--- config.mk ---
export PLATFORM = sky130hd
export DESIGN_NAME = filter_job_sequencer
export DESIGN_NICKNAME = d
export VERILOG_FILES = /design/src/rtl/filter_job_sequencer.sv
export SDC_FILE = /design/constraint.sdc
export NUM_CORES = 1
export LEC_CHECK = 0
export BUFFER_PORTS_ARGS = -buffer_cell sky130_fd_sc_hd__buf_2
export CAP_MARGIN = 20
export CELL_PAD_IN_SITES_DETAIL_PLACEMENT = 1
export CELL_PAD_IN_SITES_GLOBAL_PLACEMENT = 1
export CORE_ASPECT_RATIO = 0.8
export CORE_MARGIN = 1
export CORE_UTILIZATION = 43
export DETAILED_ROUTE_END_ITERATION = 16
export PLACE_DENSITY = 0.93
export SYNTH_ARGS = -nofsm -noshare
export SYNTH_HDL_FRONTEND = slang
export SYNTH_SLANG_ARGS = --single-unit
--- constraint.sdc ---
create_clock -name i_clk -period 7.02 [get_ports i_clk]
set_clock_uncertainty 0.15 [all_clocks]
set_input_delay 0.351 -clock i_clk [delete_from_list [all_inputs] [get_ports i_clk]]
set_output_delay 0.351 -clock i_clk [all_outputs]
set_load 0.05 [all_outputs]
--- src/rtl/filter_job_sequencer.sv ---
// Job-level controller for the masked 2D WOS filter: validates a job, hands the image RAM
// between host and filter, runs the address handler and reports done/error. Macro PERF_CNT_EN adds the RUN cycle counter.
module filter_job_sequencer #(
  parameter int WORD           = 9,
  parameter int MAX_N          = 25,
  parameter int DRAIN_CYCLES   = 4,
  parameter int TIMEOUT_CYCLES = 65535
) (
  input  logic            i_clk,
  input  logic            i_rst,
  input  logic [WORD-1:0] i_cfg_h,
  input  logic [WORD-1:0] i_cfg_w,
  input  logic [WORD-1:0] i_cfg_n,
  input  logic            i_start,
  input  logic            i_abort,
  input  logic            i_host_req,
  output logic            o_host_grant,
  output logic            o_mem_sel,
  output logic            o_run,
  output logic [WORD-1:0] o_h_q,
  output logic [WORD-1:0] o_w_q,
  output logic [WORD-1:0] o_n_q,
  input  logic            i_ah_w_en,
  output logic            o_busy,
  output logic            o_done,
  output logic            o_err,
  output logic [2:0]      o_err_code,
  output logic [WORD+1:0] o_pix_count,
  output logic [31:0]     o_cycle_count
);

  localparam int AW = 2 * WORD;
  localparam int PW = WORD + 2;
  localparam int TW = $clog2(TIMEOUT_CYCLES + 1);
  localparam int DW = (DRAIN_CYCLES > 1) ? $clog2(DRAIN_CYCLES) : 1;
  localparam logic [AW-1:0] MAX_AREA = AW'(2 ** (WORD + 1));

  localparam logic [2:0] E_NONE  = 3'd0;
  localparam logic [2:0] E_BAD_N = 3'd1;
  localparam logic [2:0] E_ZERO  = 3'd2;
  localparam logic [2:0] E_SIZE  = 3'd3;
  localparam logic [2:0] E_TMO   = 3'd4;
  localparam logic [2:0] E_ABORT = 3'd5;

  typedef enum logic [2:0] {
    S_IDLE  = 3'd0,
    S_CHECK = 3'd1,
    S_ARM   = 3'd2,
    S_RUN   = 3'd3,
    S_DRAIN = 3'd4,
    S_DONE  = 3'd5,
    S_ERROR = 3'd6
  } state_t;

  state_t          r_state;
  state_t          w_state_nx;
  logic            r_host_grant, r_mem_sel, r_run, r_busy, r_done, r_err;
  logic [2:0]      r_err_code, r_pend_code;
  logic [2:0]      w_err_code_nx, w_pend_nx;
  logic [WORD-1:0] r_h_q, r_w_q, r_n_q;
  logic [PW-1:0]   r_pix_count;
  logic [TW-1:0]   r_idle_cnt;
  logic [DW-1:0]   r_drain_cnt;
  logic [AW-1:0]   w_area;
  logic            w_start, w_last_wr, w_pix_full, w_timeout;
  logic            w_bad_n, w_zero, w_too_big, w_count_wr;

  assign w_area     = AW'(r_h_q) * AW'(r_w_q);
  assign w_start    = i_start & ((r_state == S_IDLE) | (r_state == S_ERROR));
  assign w_last_wr  = i_ah_w_en & (AW'(r_pix_count) == (w_area - AW'(1)));
  assign w_pix_full = AW'(r_pix_count) >= w_area;
  assign w_timeout  = ~i_ah_w_en & (r_idle_cnt == TW'(TIMEOUT_CYCLES - 1));
  assign w_bad_n    = ~r_n_q[0] | (r_n_q > WORD'(MAX_N));
  assign w_zero     = (r_h_q == '0) | (r_w_q == '0);
  assign w_too_big  = w_area > MAX_AREA;
  assign w_count_wr = i_ah_w_en & ((r_state == S_RUN) | (r_state == S_DRAIN)) & ~w_pix_full;

  // State register
  always_ff @(posedge i_clk) begin
    if (i_rst) begin
      r_state <= S_IDLE;
    end else begin
      r_state <= w_state_nx;
    end
  end

  // Next-state, pending-code and error-code decode; validation order sets error priority
  always_comb begin
    w_state_nx    = r_state;
    w_pend_nx     = r_pend_code;
    w_err_code_nx = r_err_code;
    case (r_state)
      S_IDLE, S_ERROR: begin
        if (i_start) begin
          w_state_nx    = S_CHECK;
          w_pend_nx     = E_NONE;
          w_err_code_nx = E_NONE;
        end else begin
          w_state_nx = r_state;
        end
      end
      S_CHECK: begin
        if (w_bad_n) begin
          w_state_nx    = S_ERROR;
          w_err_code_nx = E_BAD_N;
        end else if (w_zero) begin
          w_state_nx    = S_ERROR;
          w_err_code_nx = E_ZERO;
        end else if (w_too_big) begin
          w_state_nx    = S_ERROR;
          w_err_code_nx = E_SIZE;
        end else begin
          w_state_nx = S_ARM;
        end
      end
      S_ARM: begin
        if (!i_host_req) begin
          w_state_nx = S_RUN;
        end else begin
          w_state_nx = S_ARM;
        end
      end
      S_RUN: begin
        if (w_last_wr) begin
          w_state_nx = S_DRAIN;
        end else if (i_abort) begin
          w_state_nx = S_DRAIN;
          w_pend_nx  = E_ABORT;
        end else if (w_timeout) begin
          w_state_nx = S_DRAIN;
          w_pend_nx  = E_TMO;
        end else begin
          w_state_nx = S_RUN;
        end
      end
      S_DRAIN: begin
        if (r_drain_cnt == DW'(DRAIN_CYCLES - 1)) begin
          if (r_pend_code == E_NONE) begin
            w_state_nx = S_DONE;
          end else begin
            w_state_nx    = S_ERROR;
            w_err_code_nx = r_pend_code;
          end
        end else begin
          w_state_nx = S_DRAIN;
        end
      end
      S_DONE: begin
        w_state_nx = S_IDLE;
      end
      default: begin
        w_state_nx    = S_IDLE;
        w_pend_nx     = E_NONE;
        w_err_code_nx = E_NONE;
      end
    endcase
  end

  // Status outputs registered from the next state so they align with the state they describe
  always_ff @(posedge i_clk) begin
    if (i_rst) begin
      r_host_grant <= 1'b0;
      r_mem_sel    <= 1'b0;
      r_run        <= 1'b0;
      r_busy       <= 1'b0;
      r_done       <= 1'b0;
      r_err        <= 1'b0;
      r_err_code   <= E_NONE;
      r_pend_code  <= E_NONE;
    end else begin
      r_host_grant <= i_host_req & ((w_state_nx == S_IDLE) | (w_state_nx == S_ERROR));
      r_mem_sel    <= (w_state_nx == S_RUN) | (w_state_nx == S_DRAIN);
      r_run        <= (w_state_nx == S_RUN);
      r_busy       <= ~((w_state_nx == S_IDLE) | (w_state_nx == S_ERROR));
      r_done       <= (w_state_nx == S_DONE);
      r_err        <= (w_state_nx == S_ERROR);
      r_err_code   <= w_err_code_nx;
      r_pend_code  <= w_pend_nx;
    end
  end

  // Job datapath: config latch, saturating write count, idle and drain timers
  always_ff @(posedge i_clk) begin
    if (i_rst) begin
      r_h_q       <= '0;
      r_w_q       <= '0;
      r_n_q       <= '0;
      r_pix_count <= '0;
      r_idle_cnt  <= '0;
      r_drain_cnt <= '0;
    end else begin
      if (w_start) begin
        r_h_q       <= i_cfg_h;
        r_w_q       <= i_cfg_w;
        r_n_q       <= i_cfg_n;
        r_pix_count <= '0;
      end else if (w_count_wr) begin
        r_pix_count <= r_pix_count + PW'(1);
      end else begin
        r_pix_count <= r_pix_count;
      end
      if ((r_state == S_RUN) && !i_ah_w_en) begin
        r_idle_cnt <= r_idle_cnt + TW'(1);
      end else begin
        r_idle_cnt <= '0;
      end
      if (r_state == S_DRAIN) begin
        r_drain_cnt <= r_drain_cnt + DW'(1);
      end else begin
        r_drain_cnt <= '0;
      end
    end
  end

`ifdef PERF_CNT_EN
  logic [31:0] r_cycle_count;

  // RUN-phase cycle counter, held after the job until the next accepted start
  always_ff @(posedge i_clk) begin
    if (i_rst) begin
      r_cycle_count <= 32'd0;
    end else if (w_start) begin
      r_cycle_count <= 32'd0;
    end else if (r_state == S_RUN) begin
      r_cycle_count <= r_cycle_count + 32'd1;
    end else begin
      r_cycle_count <= r_cycle_count;
    end
  end

  assign o_cycle_count = r_cycle_count;
`else
  assign o_cycle_count = 32'd0;
`endif

  assign o_host_grant = r_host_grant;
  assign o_mem_sel    = r_mem_sel;
  assign o_run        = r_run;
  assign o_h_q        = r_h_q;
  assign o_w_q        = r_w_q;
  assign o_n_q        = r_n_q;
  assign o_busy       = r_busy;
  assign o_done       = r_done;
  assign o_err        = r_err;
  assign o_err_code   = r_err_code;
  assign o_pix_count  = r_pix_count;

endmodule

# == Yosys cells after proc, flatten, opt, wreduce, memory -nomap -nowiden ==
# Cells that the tools add are included.
# totals
regBits,71
input_bits,33
word_cells,99
out_inout_bits,79
# op_classes
n_mul,1
eq_ne,19
reduce_logical,15
bitwise_logic,20
n_mux,22
magnitude_cmp,3
add_sub_neg,4
# op_table
operator,n
two-way mux 3 bit,17
== test 11 x 18 -> 1 bit,1
"== test 3 bit, second input constant",6
>= comparator 11 x 18 -> 1 bit,1
"greater-than comparator 18 x 11 -> 1 bit, second input constant",1
logical NOT 9 bit,2
multiplier 9 x 9 -> 18 bit,1
"subtractor 18 x 1 -> 18 bit, second input constant",1
"adder 16 x 1 -> 16 bit, second input constant",1
"== test 16 bit, second input constant",1
case mux 3 bit (5 select lines),1
case mux 3 bit (4 select lines),1
"adder 11 x 1 -> 11 bit, second input constant",1
"== test 3 x 2 -> 1 bit, second input constant",3
"greater-than comparator 9 x 5 -> 1 bit, second input constant",1
logical NOT 3 bit,3
case mux 3 bit (3 select lines),1
NOT 1 bit,8
OR reduction 2 bit,4
AND 1 bit,6
"inequality test 2 bit, second input constant",3
bitwise OR 1 bit,6
AND reduction 5 bit,1
"inequality test 4 bit, second input constant",1
12 further kinds,12

# == Longest topological paths before layout ==
# Gate-level depths: netlist of run 1.
# logic_depth
ltp_word,9
mapped_depth,23

# == Worst setup path before layout of run 1 ==
# OpenSTA, ideal clock, no wires.
# synth_path
path_type,reg2reg
from,reg r_h_q[3] (netlist: o_h_q[3])
to,reg r_pix_count[10] (netlist: o_pix_count[10])
path_stages_with_launch,20
required_ns,6.798
arrival_time_ns,5.731
setup_ns,0.072
path_buffers,1
setup_slack_ns,1.067
cell_sequence,dfxtp_1 > clkbuf_1 > nand2_1 > fa_1 > fa_1 > inv_1 > ha_1 > inv_1 > fa_1 > inv_1 > fa_1 > a211oi_2 > o21ai_2 > a221oi_4 > inv_1 > ha_1 > a21oi_1 > o21ai_1 > a2111oi_0 > mux2i_1
# synth_via
elab_chain_cells,4
# synth_lines
item,line_no,rtl
start: declaration,60,"logic [WORD-1:0] r_h_q, r_w_q, r_n_q;"
start signal: assignment,193,r_h_q <= i_cfg_h;
multiplier 9 x 9 -> 18 bit,68,assign w_area = AW'(r_h_q) * AW'(r_w_q);
>= comparator 11 x 18 -> 1 bit,71,assign w_pix_full = AW'(r_pix_count) >= w_area;
NOT 1 bit,76,assign w_count_wr = i_ah_w_en & ((r_state == S_RUN) | (r_state == S_DRAIN)) & ~w_pix_full;
AND 1 bit,76,
end signal: assignment,198,r_pix_count <= r_pix_count + PW'(1);
end signal: assignment,200,r_pix_count <= r_pix_count;
end: declaration,61,logic [PW-1:0] r_pix_count;
# No other way between the ends.
# A chain may end at the register's enable or synchronous reset.

# == Worst setup path after layout of run 1 ==
# layout_path
from,reg r_w_q[5] (netlist: o_w_q[5])
to,reg r_done (netlist: o_done)
# layout_via
elab_chain_cells,7
word_cells_on_any_way,13
# layout_lines
item,line_no,rtl
start: declaration,60,
start signal: assignment,194,r_w_q <= i_cfg_w;
multiplier 9 x 9 -> 18 bit,68,
subtractor 18 x 1 -> 18 bit / greater-than comparator 18 x 11 -> 1 bit (equally long branches),"70, 75",
== test 11 x 18 -> 1 bit / two-way mux 3 bit (equally long branches),"70, 109",
AND 1 bit / two-way mux 3 bit (equally long branches),"70, 106",
two-way mux 3 bit (on tied branches),"124, 103",
case mux 3 bit (5 select lines) *,92,case (r_state)
== test 3 bit *,175,r_done <= (w_state_nx == S_DONE);
end signal: assignment,175,
end: declaration,57,"logic r_host_grant, r_mem_sel, r_run, r_busy, r_done, r_err;"
# Mark *: on every way between the ends. The rest lies on a longest branch, timed or not.

==> results of run 1 <==
power by group:
group	switching (mW)	internal [mW]	leakage [nW]	total [mW]
clock	0.202	0.316	0.157	0.518
sequential	0.0734	0.436	0.569	0.509
combinational	0.592	0.270	2.64	0.862
registers in the layout, indices dropped and copies added, names as in the netlist, 2 cells and up:
name	flops
o_pix_count	11
o_w_q	9
o_err_code	3
r_drain_cnt	2
o_h_q	9
r_idle_cnt	16
r_state	3
o_n_q	9
r_pend_code	2
logic make-up (layout without fill, tap and decap cells):
| family | Yosys count | count (layout) | share of synthesized area, % |
|---|---|---|---|
| AND/OR/NAND/NOR | 341 | 341 | 24.2 |
| buffers and inverters | 145 | 168 | 9.86 |
| AO/OA/AOI/OAI | 140 | 140 | 14.5 |
| adder cells (fa/ha/maj) | 105 | 105 | 24.4 |
| flip-flops | 70 | 70 | 20.2 |
| XOR/XNOR | 35 | 35 | 4.75 |
| multiplexers | 14 | 14 | 2.04 |
| other | 1 | 32 | 0.0541 |
critical path, stage by stage, from the launching register on:
cell	delay [ps]
sky130_fd_sc_hd__dfxtp_1	610
sky130_fd_sc_hd__nand2_1	160
sky130_fd_sc_hd__fa_1	610
sky130_fd_sc_hd__fa_1	450
sky130_fd_sc_hd__fa_1	520
sky130_fd_sc_hd__fa_1	550
sky130_fd_sc_hd__inv_1	40
sky130_fd_sc_hd__ha_1	500
sky130_fd_sc_hd__and2_1	250
sky130_fd_sc_hd__nor3_1	70
sky130_fd_sc_hd__a21oi_1	250
sky130_fd_sc_hd__o311ai_4	220
sky130_fd_sc_hd__a2111o_1	430
sky130_fd_sc_hd__o21ai_0	280
sky130_fd_sc_hd__o21ai_2	170
sky130_fd_sc_hd__a2111oi_0	780
sky130_fd_sc_hd__o31ai_1	170
sky130_fd_sc_hd__and3_2	250
cell type report:
| type | instances | area [sq um] |
|---|---|---|
| Fill cell | 1951 | 8090 |
| Timing Repair Buffer | 84 | 433 |
| Multi-Input combinational cell | 667 | 4970 |
| Clock inverter | 7 | 103 |
| Sequential cell | 70 | 1400 |
| Inverter | 68 | 255 |
| Clock buffer | 9 | 225 |
| Tap cell | 215 | 269 |
final timing paths:
| check | start | endpoint | slack (ps) | depth (start not counted) |
|---|---|---|---|---|
| hold / removal | i_cfg_w[6] | o_w_q[6]$_SDFFE_PP0P_ | 90 | 3 |
| setup reg to reg | o_w_q[5]$_SDFFE_PP0P_ | o_done$_SDFF_PP0_ | 470 | 17 |
| setup / recovery | o_w_q[5]$_SDFFE_PP0P_ | o_done$_SDFF_PP0_ | 470 | 17 |
| hold reg to reg | r_drain_cnt[0]$_SDFF_PP0_ | r_drain_cnt[0]$_SDFF_PP0_ | 280 | 1 |
layout by cell type (no fill, tap or decap), types with 3 or more instances in the layout:
cell | Yosys | final
sky130_fd_sc_hd__ha_1 | 55 | 55
sky130_fd_sc_hd__buf_4 | 32 | 5
sky130_fd_sc_hd__nand2_1 | 156 | 156
sky130_fd_sc_hd__a21o_1 | 12 | 12
sky130_fd_sc_hd__conb_1 | 1 | 32
sky130_fd_sc_hd__nand4_1 | 14 | 14
sky130_fd_sc_hd__nand3_1 | 19 | 19
sky130_fd_sc_hd__inv_1 | 68 | 68
sky130_fd_sc_hd__a21oi_1 | 56 | 56
sky130_fd_sc_hd__nor4_1 | 5 | 4
sky130_fd_sc_hd__fa_1 | 50 | 50
sky130_fd_sc_hd__and4_1 | 4 | 4
sky130_fd_sc_hd__and3_1 | 12 | 12
sky130_fd_sc_hd__nor2_1 | 41 | 41
sky130_fd_sc_hd__buf_2 | 3 | 79
sky130_fd_sc_hd__o211a_1 | 4 | 4
sky130_fd_sc_hd__dfxtp_1 | 70 | 70
sky130_fd_sc_hd__o21ai_0 | 11 | 11
sky130_fd_sc_hd__nor3_1 | 13 | 13
sky130_fd_sc_hd__xnor2_1 | 14 | 14
sky130_fd_sc_hd__inv_6 | 0 | 3
sky130_fd_sc_hd__xor2_1 | 19 | 19
sky130_fd_sc_hd__nor3b_1 | 3 | 3
sky130_fd_sc_hd__clkbuf_16 | 0 | 9
sky130_fd_sc_hd__a31oi_1 | 4 | 4
sky130_fd_sc_hd__a211oi_1 | 5 | 5
sky130_fd_sc_hd__o21a_1 | 5 | 5
sky130_fd_sc_hd__or3_1 | 11 | 11
sky130_fd_sc_hd__mux2i_1 | 13 | 13
sky130_fd_sc_hd__and2_1 | 30 | 30
sky130_fd_sc_hd__nor2b_1 | 7 | 7
sky130_fd_sc_hd__nand3b_1 | 4 | 4
sky130_fd_sc_hd__o21ai_2 | 2 | 3
sky130_fd_sc_hd__o211ai_1 | 5 | 5
sky130_fd_sc_hd__a2111oi_0 | 4 | 4
sky130_fd_sc_hd__nand2b_1 | 3 | 3
sky130_fd_sc_hd__or2_1 | 4 | 4
layer usage:
metal | vias up | part of all wire (%)
met5 | - | 0
met4 | 0 | 2.3
met3 | 36 | 5.6
met2 | 186 | 48
met1 | 3151 | 44
li1 | 2898 | -
==> run summary, run 1 <==
* die area: 0.0166 sq mm
* cell types with the highest counts after synthesis: 156 x sky130_fd_sc_hd__nand2_1, 70 x sky130_fd_sc_hd__dfxtp_1, 68 x sky130_fd_sc_hd__inv_1, 56 x sky130_fd_sc_hd__a21oi_1, 55 x sky130_fd_sc_hd__ha_1
* initial antenna violation count: 0
* final instance count without filler cells: 1,120
* number of standard cells after synthesis: 851
* cell count after placement: 1,104
* initial drt markers: 341
* maximum clock frequency: 0.153 GHz
* count of buffers from port buffering: 79
* clock tree from TritonCTS: yes
* largest fanout on the critical path: 12
* number of slew-limit violations in the final report: 0
* required time of the critical path: 7110 ps
* number of placement rows: 41
* CP Class: reg -> reg
* post-route minimum period: 6550 ps
* first-pass GRT wire length: 33.4 mm
* Routed WL per cell: 18.4 microns
* number of distinct library cells after synthesis: 81
* total of hold buffers inserted after clock tree synthesis: 0
* cells taking the most area after synthesis: sky130_fd_sc_hd__dfxtp_1 20%, sky130_fd_sc_hd__fa_1 14%, sky130_fd_sc_hd__ha_1 9.9%
* Final Net Count: 1,038
* ys async rst share: 0%
* Pwr Density: 247 mW/mm^2
* actual slew at the worst max-slew pin: 1060 ps
* worst max-slew margin expressed relative to the limit: 29.6%
* pin count of the biggest net entering global routing: 52
* final weighted congestion of routability-driven global placement: 0.872
* largest buffer count on any clock path: 2
* Worst IR Drop VDD: 209 uV
* die width: 144 microns
* Total Wirelength: 20.6 mm
* count of vias placed by the detailed router: 6,271
* dominant cell by count in the synthesized netlist: sky130_fd_sc_hd__nand2_1
* fin util: 48.6%
* Post-Layout Inst Area: 0.00766 sq mm
* average size of a mapped cell: 8.14 sq um
* Resized cells post-CTS: 0
* proportion of layout cells with a drive suffix above 1: 14.1%
* global-route usage over all layers: 25.9%
* antenna diode count: 0
* proportion of synthesized chip area in sequential cells: 20.2%
* vias in the first global route: 6,551
* number of DRC violations after detailed routing: 0
* Critical Path End Type: flip-flop
* Final Worst Setup Slack: 469 ps
* worst min-delay path category: in -> reg
* total negative setup slack: 0 ps
* Hold Vio Cnt, Final: 0
* Clk Latency, worst-skew pair: 350 ps
* number of synthesis warnings: 0
* CORE AREA: 0.0157 sq mm
* DRT Pass-1 Iters: 9
* final total power: 1.89 mW
* residual antenna-violating net count after detailed routing: 0
* placed instance area: 0.00733 sq mm
* starting utilization of the core area: 44.0%
* vertical die dimension: 116 microns
* met3 capacity usage during global routing: 5.17%
* Most Crowded Layer GR: met2
* Clock Sinks: 70
* RSZ-0062 raised after global routing: no
* mean number of vias per cell: 5.60
* Post-synth EDFFs: 0
* top-level I/O count: 112
* clock slew at the register clock pins of the worst setup and hold paths: 60 ps
* total grt overflow: 0
* mapped cell area: 0.00693 sq mm
* most common flop cell mapped by yosys: sky130_fd_sc_hd__dfxtp_1
* register bit total from synthesis: 70
* crit path launch type: flip-flop
* max cap viols: 0
* maximum level of the CTS H-tree: 3
* GR met2 Demand/Resource: 44.8%
* portion of the clock cycle consumed by the worst path in the final layout: 93.3%
* number of buffers inserted during clock tree synthesis: 9
* worst hold-check slack: 88.3 ps
* result of the run: finished clean
* area grow syn2layout: 10.5%
* Root Buffer: sky130_fd_sc_hd__clkbuf_16
* Placement Setup Slack: 700 ps
* HPWL Detailed: 15.1 mm
* WP data arrival: 6640 ps
* area share of the largest cell type after synthesis: 20.2%
* number of post-CTS setup repair buffers: 0
* Global Route met1 Usage: 32.3%
* largest area contributor in the synthesized netlist: sky130_fd_sc_hd__dfxtp_1
* final-report setup violation count: 0
* leak pwr: 3.37 nW
Note: power is estimated with default switching activity, not from simulation.
==> inputs of run 2 (changes only) <==
REMOVE_ABC_BUFFERS = 1   (was not set)
==> run summary, run 2 (same netlist as run 1, synthesis figures left out) <==
* result of the run: finished clean, unchanged
* Worst IR Drop VDD: 124 uV, was 209 uV
* starting utilization of the core area: 44.0%, unchanged
* vertical die dimension: 116 microns, unchanged
* placed instance area: 0.00731 sq mm, was 0.00733 sq mm
* WP data arrival: 6720 ps, was 6640 ps
* initial antenna violation count: 0, unchanged
* number of buffers inserted during clock tree synthesis: 9, unchanged
* total negative setup slack: 0 ps, unchanged
* Resized cells post-CTS: 0, unchanged
* total grt overflow: 0, unchanged
* mean number of vias per cell: 5.62, was 5.60
* clock tree from TritonCTS: yes, unchanged
* final weighted congestion of routability-driven global placement: 0.817, was 0.872
* worst max-slew margin expressed relative to the limit: 30.7%, was 29.6%
* pin count of the biggest net entering global routing: 52, unchanged
* maximum level of the CTS H-tree: 3, unchanged
* initial drt markers: 428, was 341
* post-route minimum period: 6630 ps, was 6550 ps
* number of inserted filler cells in the final layout: 1,934, was 1,951
* number of DRC violations after detailed routing: 0, unchanged
* CP Class: reg -> reg, unchanged
* actual slew at the worst max-slew pin: 1030 ps, was 1060 ps
* required time of the critical path: 7100 ps, was 7110 ps
* largest fanout on the critical path: 14, was 12
* largest buffer count on any clock path: 2, unchanged
* maximum clock frequency: 0.151 GHz, was 0.153 GHz
* vias in the first global route: 6,465, was 6,551
* global-route usage over all layers: 26.5%, was 25.9%
* count of buffers from port buffering: 79, unchanged
* number of post-CTS setup repair buffers: 0, unchanged
* max reg flops: 16, unchanged
* Largest Register: r_idle_cnt, unchanged
* total of hold buffers inserted after clock tree synthesis: 0, unchanged
* first-pass GRT wire length: 34.0 mm, was 33.4 mm
* top-level I/O count: 112, unchanged
* antenna diode count: 0, unchanged
* Routed WL per cell: 18.9 microns, was 18.4 microns
* clock slew at the register clock pins of the worst setup and hold paths: 60 ps, about the same
* fin util: 48.6%, about the same
* most common cell after layout, fill and taps aside: sky130_fd_sc_hd__nand2_1, unchanged
* RSZ-0062 raised after global routing: no, unchanged
* HPWL Detailed: 15.3 mm, was 15.1 mm
* number of slew-limit violations in the final report: 0, unchanged
* residual antenna-violating net count after detailed routing: 0, unchanged
* leak pwr: 3.37 nW, about the same
* count of vias placed by the detailed router: 6,284, was 6,271
* area grow syn2layout: 10.4%, was 10.5%
* Root Buffer: sky130_fd_sc_hd__clkbuf_16, unchanged
* Total Wirelength: 21.2 mm, was 20.6 mm
* max cap viols: 0, unchanged
* Post-Layout Inst Area: 0.00765 sq mm, was 0.00766 sq mm
* CORE AREA: 0.0157 sq mm, unchanged
* Clock Sinks: 70, unchanged
* crit path launch type: flip-flop, unchanged
* number of placement rows: 41, unchanged
* die width: 144 microns, unchanged
* die area: 0.0166 sq mm, unchanged
* Clk Latency, worst-skew pair: 340 ps, was 350 ps
* worst min-delay path category: in -> reg, unchanged
* final-report setup violation count: 0, unchanged
* proportion of layout cells with a drive suffix above 1: 14.0%, was 14.1%
* Final Net Count: 1,038, unchanged
* DRT Pass-1 Iters: 5, was 9
* portion of the clock cycle consumed by the worst path in the final layout: 94.5%, was 93.3%
* Pwr Density: 245 mW/mm^2, was 247 mW/mm^2
* Hold Vio Cnt, Final: 0, unchanged
* highest-count cells in the layout ignoring fill and taps: 156 x sky130_fd_sc_hd__nand2_1, 79 x sky130_fd_sc_hd__buf_2, 70 x sky130_fd_sc_hd__dfxtp_1, unchanged
* Critical Path End Type: flip-flop, unchanged
[run 2: changes by cell type in the layout (fill, tap and decap cells not counted)]
cell / before / now
sky130_fd_sc_hd__a2111oi_0: 4 / 3
sky130_fd_sc_hd__buf_8: 0 / 1
sky130_fd_sc_hd__buf_4: 5 / 4
sky130_fd_sc_hd__clkinv_2: 0 / 2
sky130_fd_sc_hd__clkinvlp_4: 1 / 0
sky130_fd_sc_hd__inv_6: 3 / 0
sky130_fd_sc_hd__a2111oi_1: 0 / 1
sky130_fd_sc_hd__clkinv_4: 1 / 2
[run 2: power by group]
group	switching, mW	total (mW)	internal (mW)
combinational	0.593	0.867	0.274
clock	0.184	0.493	0.309
sequential	0.0798	0.516	0.436
[run 2: final timing paths]
check                                          startpoint                        end  slack (ps)  cells past startpoint
worst max-delay path                o_h_q[0]$_SDFFE_PP0P_          o_done$_SDFF_PP0_         390                     17
worst min register to register  r_drain_cnt[0]$_SDFF_PP0_  r_drain_cnt[0]$_SDFF_PP0_         300                      1
worst max register to register      o_h_q[0]$_SDFFE_PP0P_          o_done$_SDFF_PP0_         390                     17
worst min-delay path                           i_cfg_w[8]      o_w_q[8]$_SDFFE_PP0P_          90                      3
[run 2: final cells by class]
| cell class | count | area (sq um) | area share, % |
|---|---|---|---|
| clock buffers | 9 | 225 | 2.94 |
| multi-input cells | 667 | 4970 | 65.0 |
| repair buffers | 84 | 440 | 5.76 |
| clock inverters | 6 | 87.6 | 1.14 |
| inverters | 68 | 255 | 3.34 |
| flip-flops and latches | 70 | 1400 | 18.3 |
| well taps | 215 | 269 | 3.52 |
[run 2: routing by layer]
| metal | share of wire [%] | vias up | routed length [microns] | global-route usage, % |
|---|---|---|---|---|
| met4 | 3.4 | 0 | 711 | 11.0 |
| li1 | - | 2892 | - | - |
| met3 | 6.1 | 53 | 1290 | 5.12 |
| met2 | 47 | 224 | 9960 | 44.1 |
| met5 | 0 | - | 0 | 0 |
| met1 | 43 | 3115 | 9200 | 33.6 |
[run 2: stage by stage]
| stage | instances | hold slack [ps] | power, mW | setup WS [ps] |
|---|---|---|---|---|
| after floorplan | 805 | 255 | 1.12 | 653 |
| after global placement | 1102 | 271 | 1.31 | 679 |
| after detailed placement | 1102 | 278 | 1.35 | 499 |
| after CTS | 1117 | 86.7 | 1.86 | 324 |
| after global routing | 1119 | 106 | 1.96 | 157 |
| final | 1119 | 93.5 | 1.88 | 388 |
[run 2: worst max-delay path, stage by stage (launching register included)]
cell and delay, ps:
sky130_fd_sc_hd__dfxtp_1 670, sky130_fd_sc_hd__nand2_1 180, sky130_fd_sc_hd__fa_1 540, sky130_fd_sc_hd__fa_1 530, sky130_fd_sc_hd__fa_1 540, sky130_fd_sc_hd__fa_1 560
sky130_fd_sc_hd__inv_1 50, sky130_fd_sc_hd__ha_1 400, sky130_fd_sc_hd__a21oi_1 230, sky130_fd_sc_hd__and2_1 200, sky130_fd_sc_hd__nand2_2 110, sky130_fd_sc_hd__o311ai_4 530
sky130_fd_sc_hd__and4bb_2 320, sky130_fd_sc_hd__xnor2_1 150, sky130_fd_sc_hd__o21ai_2 170, sky130_fd_sc_hd__a2111oi_1 710, sky130_fd_sc_hd__o31ai_1 220, sky130_fd_sc_hd__and3_2 270
==> inputs of run 3 (changes only) <==
CORE_UTILIZATION = 47   (was 43)
PLACE_DENSITY = 0.95   (was 0.93)
clock period = 8.35 ns   (was 7.02 ns; I/O delays follow)
==> run summary, run 3 (same netlist as run 1, synthesis figures left out) <==
* Placement Setup Slack: 2030 ps, was 499 ps
* Worst IR Drop VDD: 126 uV, was 124 uV
* die width: 138 microns, was 144 microns
* total of hold buffers inserted after clock tree synthesis: 0, unchanged
* vias in the first global route: 6,341, was 6,465
* largest buffer count on any clock path: 2, unchanged
* total grt overflow: 0, unchanged
* Pwr Density: 203 mW/mm^2, was 245 mW/mm^2
* HPWL Detailed: 15.3 mm, about the same
* dominant cell type by count on the critical path: sky130_fd_sc_hd__fa_1, unchanged
* Hold Vio Cnt, Final: 0, unchanged
* clock tree from TritonCTS: yes, unchanged
* max reg flops: 16, unchanged
* maximum clock frequency: 0.156 GHz, was 0.151 GHz
* total negative setup slack: 0 ps, unchanged
* top-level I/O count: 112, unchanged
* WP data arrival: 6550 ps, was 6720 ps
* DRT Pass-1 Iters: 5, unchanged
* worst hold-check slack: 166 ps, was 93.5 ps
* proportion of layout cells with a drive suffix above 1: 13.6%, was 14.0%
* Critical Path End Type: flip-flop, unchanged
* count of vias placed by the detailed router: 6,162, was 6,284
* mean number of vias per cell: 5.67, was 5.62
* number of placement rows: 39, was 41
* Final Worst Setup Slack: 1920 ps, was 388 ps
* most common cell after layout, fill and taps aside: sky130_fd_sc_hd__nand2_1, unchanged
* final-report setup violation count: 0, unchanged
* largest fanout on the critical path: 12, was 14
* CP Class: reg -> reg, unchanged
* initial drt markers: 434, was 428
* vertical die dimension: 111 microns, was 116 microns
* crit path launch type: flip-flop, unchanged
* required time of the critical path: 8470 ps, was 7100 ps
* Clk Latency, worst-skew pair: 340 ps, about the same
* antenna diode count: 0, unchanged
* area grow syn2layout: 9.41%, was 10.4%
* Clock Sinks: 70, unchanged
* initial antenna violation count: 0, unchanged
* result of the run: finished clean, unchanged
* highest-count cells in the layout ignoring fill and taps: 156 x sky130_fd_sc_hd__nand2_1, 79 x sky130_fd_sc_hd__buf_2, 70 x sky130_fd_sc_hd__dfxtp_1, unchanged
* global-route usage over all layers: 27.9%, was 26.5%
* placed instance area: 0.00728 sq mm, was 0.00731 sq mm
* worst min-delay path category: in -> reg, unchanged
* cell-by-cell listing of the critical path: nand2_1 > fa_1 > fa_1 > inv_1 > ha_1 > inv_1 > fa_1 > inv_1 > fa_1 > a211oi_2 > o21ai_2 > a221oi_4 > nor2_4 > a31o_1 > a211oi_2 > nand4b_2 > o21ai_0 > mux2_2 > nor2_1, was nand2_1 > fa_1 > fa_1 > fa_1 > fa_1 > inv_1 > ha_1 > a21oi_1 > and2_1 > nand2_2 > o311ai_4 > and4bb_2 > xnor2_1 > o21ai_2 > a2111oi_1 > o31ai_1 > and3_2
* number of DRC violations after detailed routing: 0, unchanged
* worst path buffer plus inverter count: 3, was 1
* Top Family by Delay on Critical Path: adder cells, unchanged
* maximum level of the CTS H-tree: 3, unchanged
* portion of the clock cycle consumed by the worst path in the final layout: 77.0%, was 94.5%
* residual antenna-violating net count after detailed routing: 0, unchanged
* critical path's slowest cell: sky130_fd_sc_hd__dfxtp_1, was sky130_fd_sc_hd__a2111oi_1
* max cap viols: 0, unchanged
* clock slew at the register clock pins of the worst setup and hold paths: 50 ps, was 60 ps
* number of slew-limit violations in the final report: 0, unchanged
* leak pwr: 3.35 nW, was 3.37 nW
* Largest Register: r_idle_cnt, unchanged
* Total Wirelength: 20.5 mm, was 21.2 mm
* worst max-slew margin expressed relative to the limit: 27.0%, was 30.7%
* RSZ-0062 raised after global routing: no, unchanged
* count of buffers from port buffering: 79, unchanged
* number of post-CTS setup repair buffers: 0, unchanged
* cell count after placement: 1,071, was 1,102
* Final Net Count: 1,037, was 1,038
* CP max stage delay: 620 ps, was 710 ps
* post-route minimum period: 6430 ps, was 6630 ps
* number of buffers inserted during clock tree synthesis: 9, unchanged
* Routed WL per cell: 18.8 microns, was 18.9 microns
* CORE AREA: 0.0143 sq mm, was 0.0157 sq mm
* final instance count without filler cells: 1,086, was 1,119
* final weighted congestion of routability-driven global placement: 0.879, was 0.817
* Root Buffer: sky130_fd_sc_hd__clkbuf_16, unchanged
* fin util: 52.8%, was 48.6%
* final total power: 1.54 mW, was 1.88 mW
* die area: 0.0152 sq mm, was 0.0166 sq mm
* first-pass GRT wire length: 33.0 mm, was 34.0 mm
* pin count of the biggest net entering global routing: 52, unchanged
* starting utilization of the core area: 48.3%, was 44.0%
* Post-Layout Inst Area: 0.00758 sq mm, was 0.00765 sq mm
* Resized cells post-CTS: 0, unchanged
* actual slew at the worst max-slew pin: 1090 ps, was 1030 ps
==> run 3: cell types whose count changed in the layout (fill, tap and decap cells not counted), sizes merged <==
cell / before / now
clkbuf: 9 / 13
buf: 84 / 83
clkinv: 4 / 0
bufinv: 2 / 1
==> run 3: cell type report <==
type | count | area (sq um)
clock buffers | 13 | 260
clock inverters | 1 | 30.0
fillers | 1754 | 6770
inverters | 68 | 255
multi-input cells | 667 | 4970
flip-flops and latches | 70 | 1400
well taps | 184 | 230
repair buffers | 83 | 433
==> run 3: final timing paths <==
| path | start | endpoint | slack [ps] | depth (start not counted) |
|---|---|---|---|---|
| worst max register to register | o_w_q[2]$_SDFFE_PP0P_ | r_pend_code[2]$_SDFFE_PP0P_ | 1920 | 19 |
| worst max-delay path | o_w_q[2]$_SDFFE_PP0P_ | r_pend_code[2]$_SDFFE_PP0P_ | 1920 | 19 |
| worst min-delay path | i_cfg_h[5] | o_h_q[5]$_SDFFE_PP0P_ | 170 | 3 |
| worst min register to register | o_err_code[2]$_SDFFE_PP0P_ | o_err_code[2]$_SDFFE_PP0P_ | 300 | 2 |
==> run 3: where the power goes <==
group	total [mW]	internal (mW)	leakage [nW]	switching, mW
Combinational	0.719	0.230	2.64	0.490
Sequential	0.436	0.367	0.569	0.0692
Clock	0.385	0.244	0.142	0.141
Total	1.54	0.841	3.35	0.700
==> run 3: tightest hold or removal path, cell delays in order <==
cell,delay (ps)
sky130_fd_sc_hd__buf_2,90
sky130_fd_sc_hd__nand2_1,50
sky130_fd_sc_hd__a21oi_1,50
==> run 3: per-layer routing <==
layer / global-route usage [%] / up-vias / part of all wire, %
met5: 0 / - / 0
met4: 9.78 / 0 / 2.5
met3: 4.96 / 47 / 5.9
met2: 44.5 / 219 / 46
met1: 37.5 / 3010 / 45
li1: - / 2886 / -
